===== src/rtl/i2c_request_arbiter.sv =====
// rtl/i2c_request_arbiter.sv - round-robin arbiter sharing one I2C write controller between two requesters
module i2c_request_arbiter #(
   parameter logic [6:0] DEV_ADDR      = 7'h40,
   parameter int         TIMEOUT_TICKS = 4096
) (
   input  logic       clk_i,
   input  logic       rst_ni,
   input  logic       req0_i,
   input  logic [7:0] reg0_i,
   input  logic [7:0] data0_i,
   output logic       gnt0_o,
   output logic       done0_o,
   input  logic       req1_i,
   input  logic [7:0] reg1_i,
   input  logic [7:0] data1_i,
   output logic       gnt1_o,
   output logic       done1_o,
   output logic [6:0] ctl_address_o,
   output logic       ctl_rw_o,
   output logic [7:0] ctl_register_o,
   output logic [7:0] ctl_data_o,
   output logic       ctl_execute_o,
   input  logic       ctl_busy_i,
   output logic       timeout_o,
   output logic       busy_o
);

   typedef enum logic [2:0] {
      S_IDLE,
      S_LAUNCH,
      S_WAIT_START,
      S_WAIT_DONE,
      S_COMPLETE
   } state_t;

   // Counter value at which the watchdog gives up; completion then lands
   // TIMEOUT_TICKS cycles after the execute pulse.
   localparam logic [15:0] LP_WD_LAST = 16'(TIMEOUT_TICKS - 1);

   state_t      r_state;
   logic        r_owner;
   logic        r_last;
   logic [15:0] r_wd;
   logic        r_gnt0;
   logic        r_gnt1;
   logic        r_done0;
   logic        r_done1;
   logic        r_exec;
   logic        r_timeout;
   logic        r_busy;
   logic [7:0]  r_reg;
   logic [7:0]  r_data;

   logic        w_any_req;
   logic        w_pick;
   logic [15:0] w_wd_next;
   logic        w_wd_expire;

   assign w_any_req   = req0_i | req1_i;
   // On a tie the requester that did not win last time goes next.
   assign w_pick      = (req0_i & req1_i) ? ~r_last : req1_i;
   assign w_wd_next   = r_wd + 16'd1;
   assign w_wd_expire = (w_wd_next == LP_WD_LAST);

   // Arbitration FSM with registered handshake, payload and watchdog.
   always_ff @(posedge clk_i or negedge rst_ni) begin
      if (!rst_ni) begin
         r_state   <= S_IDLE;
         r_owner   <= 1'b0;
         r_last    <= 1'b1;
         r_wd      <= 16'd0;
         r_gnt0    <= 1'b0;
         r_gnt1    <= 1'b0;
         r_done0   <= 1'b0;
         r_done1   <= 1'b0;
         r_exec    <= 1'b0;
         r_timeout <= 1'b0;
         r_busy    <= 1'b0;
         r_reg     <= 8'h00;
         r_data    <= 8'h00;
      end else begin
         r_gnt0    <= 1'b0;
         r_gnt1    <= 1'b0;
         r_done0   <= 1'b0;
         r_done1   <= 1'b0;
         r_exec    <= 1'b0;
         r_timeout <= 1'b0;
         case (r_state)
            S_IDLE: begin
               if (!ctl_busy_i && w_any_req) begin
                  r_owner <= w_pick;
                  r_last  <= w_pick;
                  r_reg   <= w_pick ? reg1_i : reg0_i;
                  r_data  <= w_pick ? data1_i : data0_i;
                  r_gnt0  <= ~w_pick;
                  r_gnt1  <= w_pick;
                  r_exec  <= 1'b1;
                  r_busy  <= 1'b1;
                  r_state <= S_LAUNCH;
               end
            end
            S_LAUNCH: begin
               r_wd    <= 16'd0;
               r_state <= S_WAIT_START;
            end
            S_WAIT_START, S_WAIT_DONE: begin
               r_wd <= w_wd_next;
               // Watchdog is evaluated first so it wins a tie with busy.
               if (w_wd_expire) begin
                  r_done0   <= ~r_owner;
                  r_done1   <= r_owner;
                  r_timeout <= 1'b1;
                  r_state   <= S_COMPLETE;
               end else if (r_state == S_WAIT_START) begin
                  if (ctl_busy_i) begin
                     r_state <= S_WAIT_DONE;
                  end
               end else if (!ctl_busy_i) begin
                  r_done0 <= ~r_owner;
                  r_done1 <= r_owner;
                  r_state <= S_COMPLETE;
               end
            end
            S_COMPLETE: begin
               r_busy  <= 1'b0;
               r_state <= S_IDLE;
            end
            default: begin
               r_busy  <= 1'b0;
               r_state <= S_IDLE;
            end
         endcase
      end
   end

   assign gnt0_o         = r_gnt0;
   assign gnt1_o         = r_gnt1;
   assign done0_o        = r_done0;
   assign done1_o        = r_done1;
   assign ctl_address_o  = DEV_ADDR;
   assign ctl_rw_o       = 1'b0;
   assign ctl_register_o = r_reg;
   assign ctl_data_o     = r_data;
   assign ctl_execute_o  = r_exec;
   assign timeout_o      = r_timeout;
   assign busy_o         = r_busy;

endmodule


===== config.mk =====
export PLATFORM = sky130hd
export DESIGN_NAME = i2c_request_arbiter
export DESIGN_NICKNAME = d
export VERILOG_FILES = /design/src/rtl/i2c_request_arbiter.sv
export SDC_FILE = /design/constraint.sdc
export NUM_CORES = 1
export LEC_CHECK = 0
export ABC_CLOCK_PERIOD_IN_PS = 3450
export BUFFER_PORTS_ARGS = -buffer_cell sky130_fd_sc_hd__buf_2
export CAP_MARGIN = 20
export CORE_MARGIN = 8
export CORE_UTILIZATION = 35
export DETAILED_ROUTE_END_ITERATION = 10
export HOLD_SLACK_MARGIN = 0.03
export PLACE_DENSITY = 0.58
export SETUP_SLACK_MARGIN = 0.05
export SLEW_MARGIN = 40
export SYNTH_ARGS = -nofsm -noshare
export SYNTH_HDL_FRONTEND = slang
export SYNTH_SLANG_ARGS = --single-unit

===== constraint.sdc =====
create_clock -name clk_i -period 3.45 [get_ports clk_i]
set_input_delay 1.035 -clock clk_i [delete_from_list [all_inputs] [get_ports clk_i]]
set_output_delay 1.035 -clock clk_i [all_outputs]
set_load 0.01 [all_outputs]

# Yosys cells after proc, flatten, opt, wreduce, memory -nomap -nowiden
# Index checks and enable logic that the tools add are counted.
# totals
n_memories	0
latch_bits	0
register_bits	44
in_bits	37
out_inout_bits	31
word_cells	64
rom_bits	0
ram_bits	0
# op_classes
div_mod_pow	0
order_cmp	0
eq_ne	7
shifts	0
multipliers	0
muxes	28
n_addsub	1
bitwise	6
reduce_logical	9
# ops
operator	n
16-bit one-hot mux with 2 select lines	1
1-bit 2-to-1 mux	18
16-bit by 1-bit adder with 16-bit output, second input constant	1
16-bit by 12-bit equality test with 1-bit output, second input constant	1
8-bit 2-to-1 mux	2
3-bit 2-to-1 mux	5
3-bit one-hot mux with 3 select lines	1
4-bit != test, second input constant	2
3-bit by 2-bit equality test with 1-bit output, second input constant	2
1-bit NOT	4
2-bit AND reduction	2
3-bit by 1-bit equality test with 1-bit output, second input constant	1
3-bit logical NOT	1
3-bit AND reduction	1
3-bit OR reduction	1
2-bit != test, second input constant	1
1-bit one-hot mux with 2 select lines	1
2-bit nonzero test	1
2-bit OR reduction	1
1-bit AND	1
1-bit logical AND	1
1-bit logical NOT	1
1-bit bitwise OR	1

# Depth between registers and ports, before layout
# Gate-level depths: netlist of the first run.
# logic_depth
ltp_word	5
depth_mapped	7
ltp_nobuf	7

# Least setup slack after synthesis of the first run
# No wires, ideal clock.
# synth_path
kind	input -> register
start	in ctl_busy_i
end	reg r_reg[5] (netlist: ctl_register_o[5])
arrival_ns	2.026
setup_time_ns	0.136
slack_ns	1.288
n_path_buf	2
required_time_ns	3.314
cell_stages	7
path_cell_list	nor3_1 o21ai_0 or2_2 clkbuf_1 clkbuf_1 nand2_1 o21ai_0
# synth_between
elab_chain_cells	3
# synth_rtl
element	line	source
start, declared	23	input logic ctl_busy_i,
1-bit logical NOT	--	
1-bit logical AND	90	if (!ctl_busy_i && w_any_req) begin
2-bit AND reduction (no source line)	--	
end signal, assigned	93	r_reg <= w_pick ? reg1_i : reg0_i;
end, declared	51	logic [7:0] r_reg;
# No other way between the ends.
# A chain may end at the register's enable or synchronous reset.

# Final worst setup path of the first run
# layout_path
start	reg r_wd[2]
end	reg r_timeout (netlist: timeout_o)
# layout_between
elab_chain_cells	4
# layout_rtl
element	line	source
start, declared	43	logic [15:0] r_wd;
start signal, assigned	107	r_wd <= w_wd_next;
16-bit by 1-bit adder with 16-bit output	62	assign w_wd_next = r_wd + 16'd1;
16-bit by 12-bit equality test with 1-bit output	63	assign w_wd_expire = (w_wd_next == LP_WD_LAST);
1-bit 2-to-1 mux	109	if (w_wd_expire) begin
1-bit 2-to-1 mux	88	case (r_state)
end signal, assigned	77	r_timeout <= 1'b0;
end signal, assigned	87	r_timeout <= 1'b0;
end signal, assigned	112	r_timeout <= 1'b1;
end, declared	49	logic r_timeout;
# No other way between the ends.

==> metrics.txt, run 1 <==
TritonRoute pass-1 iters 4; leakage 1.293 nW; Peak VDD IR 308.4 uV; synth warn 0; die area 9485 sq um; Register Area 1102 sq um; post-CTS sizing 0; max-cap viol count 0; clk_skew 0.008811 ns; worst endpoint data arrival time 2.38 ns; Crit path top cell by count nor4_1; worst slew pin tran 0.6648 ns; Area after DPL 2589 sq um; Layout Nets 332; post-route cell area 2704 sq um; Setup WS pre-CTS 0.9741 ns; Antenna Nets Post-Route 0; GRT overflow 0; Synth Flop Type dfrtp_1; number of remaining DRC errors 0; vias in the first global route 1951; endpoints failing hold 0; largest net degree at the start of global routing 45; Worst setup EP type flop; minimum clock period 2.207 ns; syn_area_per_cell 9.502 sq um; H-tree levels 2; Tcrit/Tclk final 63.96%; clock tree sinks 44; hold buffers post-CTS 0; PwrDens 682.9 nW/um^2; Yosys cell types 44; delay-heaviest family, CP simple AND/OR/NAND/NOR gates; area taken by multi-input logic gates 1062 sq um; n_diodes 0; initial DRC count 79; Vert. Die Dim 97.39 um; Synth Cell Area 2318 sq um; port bufs 59; most frequent cells in the layout buf_2 (58), dfrtp_1 (43), o21ai_0 (42); worst relative slew slack 55.68%; sequential share of the synthesized area 47.54%; worst min-delay path category reg2reg; io pins 68; Post-synth EDFFs 0; HPWL after DPL 3984 um; antenna violations before repair 0; worst-case clock buffer depth 2; DR vias 1875; final setup fails 0; asr flop ratio synth 100.0%; Clock transition at path regs 0.09 ns; core area 6386 sq um; CTS tree done; layout cells sized above 1 26.19%; leading cell type in the layout, fill and taps excluded buf_2; fin util 42.34%; crit-path cells nand3_2 > nor4_1 > xnor2_1 > nand4b_1 > nor4_1; Die W 97.39 um; CTS buffer count 5; FILL cells 653; Setup crit start kind flop; Total GRT Usage 11.40%; CP required 3.63 ns; max-slew violations 0; drt wl/cell 14.64 um; Slowest-stage cell, CP dfrtp_1; Setup TNS Final 0 ns; GP Congestion 0.7790; DR vias/cell 5.054; Area growth, synth to finish 16.62%; Detailed Route WL 5433 um; Post-CTS Repair Setup Buffers 0; global-route wire length before repair 9073 um; Root Driver clkbuf_8; Worst Setup Slack, final 1.244 ns; Post-Synthesis Cells 244; Clock Latency Late Sink 0.31 ns; Fmax 453.2 MHz; Worst Path Buf+Inv 0; critical setup path kind reg2reg; status finished, final reports clean; crit-path max FO 10; max incr delay on CP 0.55 ns; num rows 29; Synth Register Bits 44; Initial Util 36.30%; RSZ-0062 raised after global routing no
==> final cells by class <==
class | count | share of cell area (%)
clock inverters | 3 | 1.712
repair buffers | 61 | 11.57
multi-input cells | 177 | 39.29
well taps | 77 | 3.563
clock buffers | 5 | 2.545
flip-flops and latches | 44 | 40.77
inverters | 4 | 0.5553
==> per-layer routing <==
metal,vias up,share of wire [%],GRT usage (%)
met5,-,0,0
met4,0,1.6,5.128
met3,6,3.6,2.703
met2,38,51,19.92
met1,888,44,12.77
li1,943,-,-
==> state kept, by name, indices dropped and copies added, names as in the netlist <==
register,count
gnt1_o,1
busy_o,1
gnt0_o,1
ctl_data_o,8
r_owner,1
r_state,3
done0_o,1
ctl_execute_o,1
r_last,1
ctl_register_o,8
timeout_o,1
done1_o,1
r_wd,16
==> kinds of logic after synthesis <==
family          share of synthesized area (%)
simple gates                            18.40
compound gates                          15.87
flops                                   47.54
buf+inv                                 7.933
mux                                     7.339
xor+xnor                                1.511
fa+ha+maj                               1.079
other cells                            0.3239
==> power by group <==
group	switching, W	leakage, nW	internal, W	total [W]
Clock	0.000192	0.0548	0.000218	0.000410
Combinational	0.000396	0.665	0.000256	0.000652
Sequential	0.000117	0.574	0.000667	0.000785
Total	0.000705	1.29	0.00114	0.00185
==> synth_stat cells (2+ instances only) <==
master | count | area, sq um
dfrtp_1 | 43 | 1076
o21ai_0 | 42 | 210.2
nand2_1 | 33 | 123.9
mux2i_1 | 17 | 170.2
nor2_1 | 11 | 41.29
buf_4 | 10 | 75.07
clkbuf_1 | 9 | 33.78
nand4_1 | 7 | 43.79
nor4_1 | 7 | 43.79
nand3_1 | 6 | 30.03
a31oi_1 | 5 | 31.28
a21o_1 | 4 | 30.03
inv_1 | 4 | 15.01
a21oi_1 | 3 | 15.01
nand2b_1 | 3 | 18.77
nand4b_1 | 3 | 26.28
xnor2_1 | 3 | 26.28
buf_2 | 2 | 10.01
buf_6 | 2 | 22.52
clkbuf_8 | 2 | 27.53
conb_1 | 2 | 7.510
ha_1 | 2 | 25.02
nor3_1 | 2 | 10.01
o22ai_1 | 2 | 12.51
==> path summary, 6_finish.rpt <==
path | from | endpoint | slack, ns | depth (start not counted)
max | r_wd[2] | timeout_o | 1.24 | 5
min | ctl_data_o[5] | ctl_data_o[5] | 0.48 | 2
max reg2reg | r_wd[2] | timeout_o | 1.24 | 5
min reg2reg | ctl_data_o[5] | ctl_data_o[5] | 0.48 | 2
max in group asynchronous | rst_ni | r_last | 2.35 | 1
min in group asynchronous | rst_ni | r_wd[0] | 0.70 | 1
==> per-stage QoR <==
stage	power, W	hold slack [ns]	cells
after floorplan	0.001264	0.4421	250
after global placement	0.001443	0.4591	363
after detailed placement	0.001461	0.4660	363
after CTS	0.001877	0.4853	371
after global routing	0.001994	0.5043	371
final	0.001846	0.4828	371
==> worst register-to-register path, delay by kind of cell (launching register included) <==
family        cells  cell delay, ns
simple gates      4            1.21
xor+xnor          1            0.32
flops             1            0.55
No activity file was read; power rests on OpenSTA's default activity.
==> run 2: changes to the inputs <==
Settings changed: ABC_AREA from default to 1, ABC_CLOCK_PERIOD_IN_PS 3450 to 1800, PLACE_DENSITY 0.58 to 0.6.
Clock period 3.45 ns to 1.8 ns, I/O delays scaled along.
==> run 2 against run 1 <==
Net effect: the run now ends with negative setup slack left; register-to-register slack worse by 1.3 ns; sequential power grew 85%; cell area grew 14%; critical path depth increased by 10; sequential cell count unchanged; hold slack lost 0.37 ns; power increased by 87%; utilization rose by 4.0 points; fmax rose by 20%; count of clock-buffer cells in the layout increased by 1; critical path type unchanged.
==> metrics.txt, run 2 <==
R2R Path End r_state[0] (was timeout_o); Vert. Die Dim 98.42 um (was 97.39 um); endpoints failing hold 0 (unchanged); initial DRC count 116 (was 79); RSZ-0062 raised after global routing yes (was no); critical setup path kind reg2reg (unchanged); Area growth, synth to finish 30.11% (was 16.62%); most frequent cells in the layout nand2_1 (114), buf_2 (59), dfrtp_1 (40) (was buf_2 (58), dfrtp_1 (43), o21ai_0 (42)); leakage 1.581 nW (was 1.293 nW); Synth top cells by count nand2_1 (116), dfrtp_1 (43), inv_1 (35) (was dfrtp_1 (43), o21ai_0 (42), nand2_1 (33)); largest net degree at the start of global routing 34 (was 45); Worst Setup Slack, final -0.04150 ns (was 1.244 ns); leading cell type in the layout, fill and taps excluded nand2_1 (was buf_2); Antenna Nets Post-Route 0 (unchanged); Switching Power 0.001345 W (was 0.0007047 W); Reg2Reg Depth 15 (was 5); Yosys cell types 26 (was 44); crit-path cells buf_6 > buf_4 > buf_4 > ha_1 > inv_1 > nor2_1 > nand3_1 > nor2_1 > nand2_1 > nor2_1 > nand2_1 > nand3_2 > nand4_1 > nand2_1 > inv_1 (was nand3_2 > nor4_1 > xnor2_1 > nand4b_1 > nor4_1); hold buffers post-CTS 0 (unchanged); fin util 46.29% (was 42.34%); num rows 30 (was 29); asr flop ratio synth 100.0% (unchanged); Synth area leader dfrtp_1 (unchanged); GRT overflow 0 (unchanged); worst hold slack 0.1174 ns (was 0.4828 ns); number of remaining DRC errors 0 (unchanged); vias in the first global route 2345 (was 1951); Flop pwr share 42.0% (was 42.5%); Total GRT Usage 13.07% (was 11.40%); n_diodes 0 (unchanged); antenna violations before repair 0 (unchanged); io pins 68 (unchanged); Switching Share 38.87% (was 38.17%); Initial Util 35.58% (was 36.30%); synth warn 0 (unchanged); Post-synth EDFFs 0 (unchanged); Clk pwr share 18.4% (was 22.2%); Detailed Route WL 6092 um (was 5433 um); layout cells sized above 1 29.95% (was 26.19%); Fmax 543.0 MHz (was 453.2 MHz); Setup crit start kind flop (unchanged); delay-heaviest family, CP simple AND/OR/NAND/NOR gates (unchanged); Root Driver clkbuf_8 (unchanged); final cell count without fillers 484 (was 371); Synth Register Bits 44 (unchanged); clk_skew 0.005215 ns (was 0.008811 ns); HPWL after DPL 4643 um (was 3984 um); dpl cells 470 (was 363); final setup fails 3 (was 0); register-to-register setup slack -0.04 ns (was 1.24 ns); Internal 0.002115 W (was 0.001142 W); worst endpoint data arrival time 2.04 ns (was 2.38 ns); Peak VDD IR 562.6 uV (was 308.4 uV); drt wl/cell 12.59 um (was 14.64 um); CTS tree done (unchanged); global-route wire length before repair 10360 um (was 9073 um); crit-path max FO 4 (was 10); DR vias/cell 4.669 (was 5.054); Post-Synthesis Cells 322 (was 244); max-cap viol count 0 (unchanged); sequential share of the synthesized area 46.37% (was 47.54%); Synth Flop Type dfrtp_1 (unchanged); syn_area_per_cell 7.383 sq um (was 9.502 sq um); Synth Cell Area 2377 sq um (was 2318 sq um); status finished with violations (was finished, final reports clean); max reg flops 16 (unchanged); Clock Latency Late Sink 0.30 ns (was 0.31 ns); clock tree sinks 44 (unchanged); CTS buffer count 5 (unchanged); failing checks negative setup slack; worst min-delay path category in2async (was reg2reg); GP Congestion 0.8319 (was 0.7790); Layout Nets 442 (was 332); die area 9686 sq um (was 9485 sq um); CP required 2.00 ns (was 3.63 ns); Die W 98.42 um (was 97.39 um); Worst Path Buf+Inv 5 (was 0); core area 6681 sq um (was 6386 sq um); Synth top area share 45.26% (was 46.41%); max incr delay on CP 0.43 ns (was 0.55 ns); max-slew violations 0 (unchanged); top-count cell post-synth nand2_1 (was dfrtp_1); Tcrit/Tclk final 102.3% (was 63.96%); TritonRoute pass-1 iters 4 (unchanged); Worst setup EP type flop (unchanged); FILL cells 695 (was 653); part of the power in combinational logic 39.6% (was 35.3%); port bufs 59 (unchanged); worst-case clock buffer depth 2 (unchanged); FF-to-FF Start r_wd[1] (was r_wd[2]); Clock transition at path regs 0.09 ns (about the same); Slowest-stage cell, CP dfrtp_2 (was dfrtp_1); PwrDens 1119 nW/um^2 (was 682.9 nW/um^2); largest reg by FF count r_wd (unchanged); minimum clock period 1.842 ns (was 2.207 ns); DR vias 2260 (was 1875); H-tree levels 2 (unchanged); top cells by area, synth dfrtp_1 (45%), nand2_1 (18%), nand3_1 (6.3%) (was dfrtp_1 (46%), o21ai_0 (9.1%), mux2i_1 (7.3%))
[run 2: cell type report]
class	count	area [sq um]	area share, %
sequential	44	1106	35.76
multi-input combinational	233	1150	37.18
timing repair buffer	82	509.2	16.46
inverter	37	138.9	4.490
tap	80	100.1	3.236
clock buffer	6	72.57	2.346
clock inverter	2	16.27	0.5259
[run 2: kinds of logic after synthesis]
kind of cell	Yosys count	share of synthesized area (%)
other	2	0.3159
AO/OA/AOI/OAI	21	4.947
adder cells (fa/ha/maj)	2	1.052
XOR/XNOR	2	0.7370
flip-flops	44	46.37
AND/OR/NAND/NOR	200	36.89
buffers and inverters	51	9.684
[run 2: through the flow]
step           power (W)  setup TNS, ns  setup WS [ns]  area (sq um)
2_1_floorplan   0.002189              0        0.07133          2400
3_3_place_gp    0.002743        -0.1194       -0.05480          2869
3_5_place_dp    0.002762        -0.4779        -0.1303          2869
4_1_cts         0.003477        -0.1948       -0.06063          3053
5_1_grt         0.003733         -1.039        -0.2285          3093
6_report        0.003460       -0.07320       -0.04150          3093
[run 2: worst max path at each step]
stage | startpoint | to | slack [ns] | cells after the start
3_5_place_dp | r_wd[1] | r_state[0] | -0.13 | 12
5_1_grt | r_wd[1] | r_state[0] | -0.23 | 14
6_report | r_wd[1] | r_state[0] | -0.04 | 15
3_3_place_gp | r_wd[1] | r_state[0] | -0.05 | 12
4_1_cts | r_wd[1] | done0_o | -0.06 | 13
2_1_floorplan | r_wd[1] | r_state[0] | 0.07 | 14
[run 2: routing by layer]
layer,part of all wire [%],up-vias,global-route usage (%)
met4,1.6,0,4.841
met3,6.7,10,4.651
met5,0,-,0
met1,45,1016,14.48
li1,-,1164,-
met2,47,70,22.50
[run 2: power by group through the flow]
| stage | Sequential (W) | Combinational [W] | Clock [W] |
|---|---|---|---|
| finish | 0.00145 | 0.00137 | 0.000638 |
| global route | 0.00149 | 0.00154 | 0.000706 |
| CTS | 0.00145 | 0.00136 | 0.000664 |
| detailed placement | 0.00145 | 0.00132 | 0 |
| global placement | 0.00145 | 0.00130 | 0 |
| floorplan | 0.00152 | 0.000665 | 0 |
[run 2: repair_timing]
| item | CTS | global route |
|---|---|---|
| resized for setup | 15 | 8 |
| gates cloned | 0 | 0 |
| buffers inserted | 5 | 1 |
| setup endpoints to repair | 6 | 6 |
| pin swaps | 21 | 11 |
==> run 3: changes to the inputs <==
Settings changed: CELL_PAD_IN_SITES_DETAIL_PLACEMENT from default to 1, CELL_PAD_IN_SITES_GLOBAL_PLACEMENT from default to 1, CORE_UTILIZATION 35 to 33, MAX_ROUTING_LAYER from default to met4, PLACE_DENSITY 0.6 to default, PLACE_DENSITY_LB_ADDON from default to 0.1.
==> run 3 against run 2 <==
Net effect: the flow still finishes with violations (negative setup slack); count of clock-buffer cells in the layout up 1; die area increased by 5.1%; cell area grew 3.1%; largest power group unchanged; global-route usage grew 2.5 points; hold slack improved by 0.087 ns; critical path depth decreased by 1.
==> metrics.txt, run 3 (synthesized netlist as in run 2, its figures left out) <==
leading cell type in the layout, fill and taps excluded nand2_1 (unchanged); RSZ-0062 raised after global routing yes (unchanged); worst min-delay path category in2async (unchanged); max-cap viol count 0 (unchanged); status finished with violations (unchanged); Area growth, synth to finish 34.11% (was 30.11%); layout cells sized above 1 33.90% (was 29.95%); Area after DPL 2940 sq um (was 2869 sq um); number of remaining DRC errors 0 (unchanged); Switching Share 39.36% (was 38.87%); n_diodes 0 (unchanged); vias in the first global route 2642 (was 2345); CTS buffer count 5 (unchanged); global-route wire length before repair 12300 um (was 10360 um); leakage 1.613 nW (was 1.581 nW); endpoints failing hold 0 (unchanged); GRT overflow 0 (unchanged); Vert. Die Dim 100.9 um (was 98.42 um); Clock transition at path regs 0.09 ns (about the same); clk_skew 0.005853 ns (was 0.005215 ns); critical setup path kind reg2reg (unchanged); Total GRT Usage 15.61% (was 13.07%); HPWL after DPL 5549 um (was 4643 um); Peak VDD IR 524.8 uV (was 562.6 uV); Internal 0.002128 W (was 0.002115 W); GP Congestion 0.7514 (was 0.8319); CP required 2.00 ns (about the same); Die W 100.9 um (was 98.42 um); H-tree levels 2 (unchanged); CTS tree done (unchanged); Flop pwr share 41.1% (was 42.0%); die area 10180 sq um (was 9686 sq um); worst hold slack 0.2040 ns (was 0.1174 ns); largest reg by FF count r_wd (unchanged); max reg flops 16 (unchanged); crit-path max FO 8 (was 4); Fmax 548.1 MHz (was 543.0 MHz); max incr delay on CP 0.42 ns (was 0.43 ns); worst-case clock buffer depth 2 (unchanged); TritonRoute pass-1 iters 3 (was 4); Switching Power 0.001381 W (was 0.001345 W); io pins 68 (unchanged); DR vias 2306 (was 2260); most frequent cells in the layout nand2_1 (107), buf_2 (59), dfrtp_1 (42) (was nand2_1 (114), buf_2 (59), dfrtp_1 (40)); failing checks negative setup slack (unchanged); num rows 31 (was 30); Antenna Nets Post-Route 0 (unchanged); PwrDens 1101 nW/um^2 (was 1119 nW/um^2); final setup fails 4 (was 3); max-slew violations 0 (unchanged); Reg2Reg Depth 14 (was 15); Initial Util 33.49% (was 35.58%); Clock Latency Late Sink 0.30 ns (about the same); Setup WS pre-CTS -0.1092 ns (was -0.1303 ns); Clk pwr share 19.3% (was 18.4%); Detailed Route WL 7231 um (was 6092 um); Layout Nets 451 (was 442); Worst Setup Slack, final -0.02463 ns (was -0.04150 ns); post-route cell area 3188 sq um (was 3093 sq um); Tcrit/Tclk final 101.4% (was 102.3%); crit-path cells ha_4 > nand3_4 > nor2_4 > nand2_2 > nand2_2 > nand2_2 > nor2_1 > nand2_1 > nor2_2 > nand2_2 > nand3_2 > nand4_1 > nand2_1 > inv_1 (was buf_6 > buf_4 > buf_4 > ha_1 > inv_1 > nor2_1 > nand3_1 > nor2_1 > nand2_1 > nor2_1 > nand2_1 > nand3_2 > nand4_1 > nand2_1 > inv_1); worst endpoint data arrival time 2.03 ns (was 2.04 ns); Setup crit start kind flop (unchanged); initial DRC count 63 (was 116); Crit path top cell by count nand2_2; port bufs 59 (unchanged); Root Driver clkbuf_8 (unchanged); antenna violations before repair 0 (unchanged); core area 7098 sq um (was 6681 sq um); hold buffers post-CTS 0 (unchanged); total chip power 0.003510 W (was 0.003460 W); clock tree sinks 44 (unchanged); Worst setup EP type flop (unchanged); DR vias/cell 4.504 (was 4.669); Slowest-stage cell, CP dfrtp_1 (was dfrtp_2); largest net degree at the start of global routing 27 (was 34); part of the power in combinational logic 39.6% (about the same); drt wl/cell 14.12 um (was 12.59 um); minimum clock period 1.825 ns (was 1.842 ns)
[run 3: cell count changes in the layout (fill, tap and decap cells not counted), moves of 2 or more]
| cell | delta |
|---|---|
| buf_4 | +10 |
| dfrtp_1 | +2 |
| dfrtp_2 | -2 |
| inv_1 | -2 |
| inv_2 | +2 |
| nand2_1 | -7 |
| nand2_2 | +8 |
| nor2_1 | -2 |
| nor2_2 | +4 |
| nor2_4 | -2 |
[run 3: worst paths after layout]
kind                                 from  slack [ns]           endpoint
max in group asynchronous          rst_ni        1.25            r_wd[1]
worst min-delay path               rst_ni        0.20      ctl_data_o[6]
worst max-delay path              r_wd[0]       -0.02         r_state[0]
min in group clk_i              reg1_i[7]        0.44  ctl_register_o[7]
worst min register to register    r_owner        0.44            done0_o
worst max register to register    r_wd[0]       -0.02         r_state[0]
[run 3: per-stage QoR]
stage	instances	TNS, ns	utilization [%]
floorplan	328	0	-
global placement	497	-0.3592	41.42
finish	512	-0.04699	44.91
detailed placement	497	-0.3636	41.42
global route	512	-1.035	44.91
CTS	510	-0.3071	44.32
[run 3: cell type report]
cell class / instances / area, sq um
clock buffers: 7 / 86.33
clock inverters: 1 / 7.507
fillers: 904 / 3910
inverters: 37 / 138.9
multi-input cells: 233 / 1164
flip-flops and latches: 44 / 1104
well taps: 99 / 123.9
repair buffers: 91 / 564.3
[run 3: per-layer routing]
layer  track usage, %  part of all wire, %
met1            18.87                   47
met2            25.47                   48
met5                -                    0
met3            2.901                  3.3
met4            5.349                  1.4
[run 3: power groups by stage]
stage,sequential [W],combinational [W],clock (W)
2_1_floorplan,0.00152,0.000665,0
3_3_place_gp,0.00144,0.00134,0
5_1_grt,0.00148,0.00156,0.000734
3_5_place_dp,0.00144,0.00137,0
4_1_cts,0.00144,0.00141,0.000706
6_report,0.00144,0.00139,0.000677
[run 3: critical path, delay by kind of cell, from the launching register on]
kind,cells,cell delay (ns)
adders and majority gates,1,0.18
DFF,1,0.42
and+or+nand+nor,12,1.10
buffers and inverters,1,0.03
[run 3: repair_timing]
item,CTS,global route
setup endpoints to repair,6,6
resized for setup,20,10
pin swaps,13,2
setup buffers,5,2
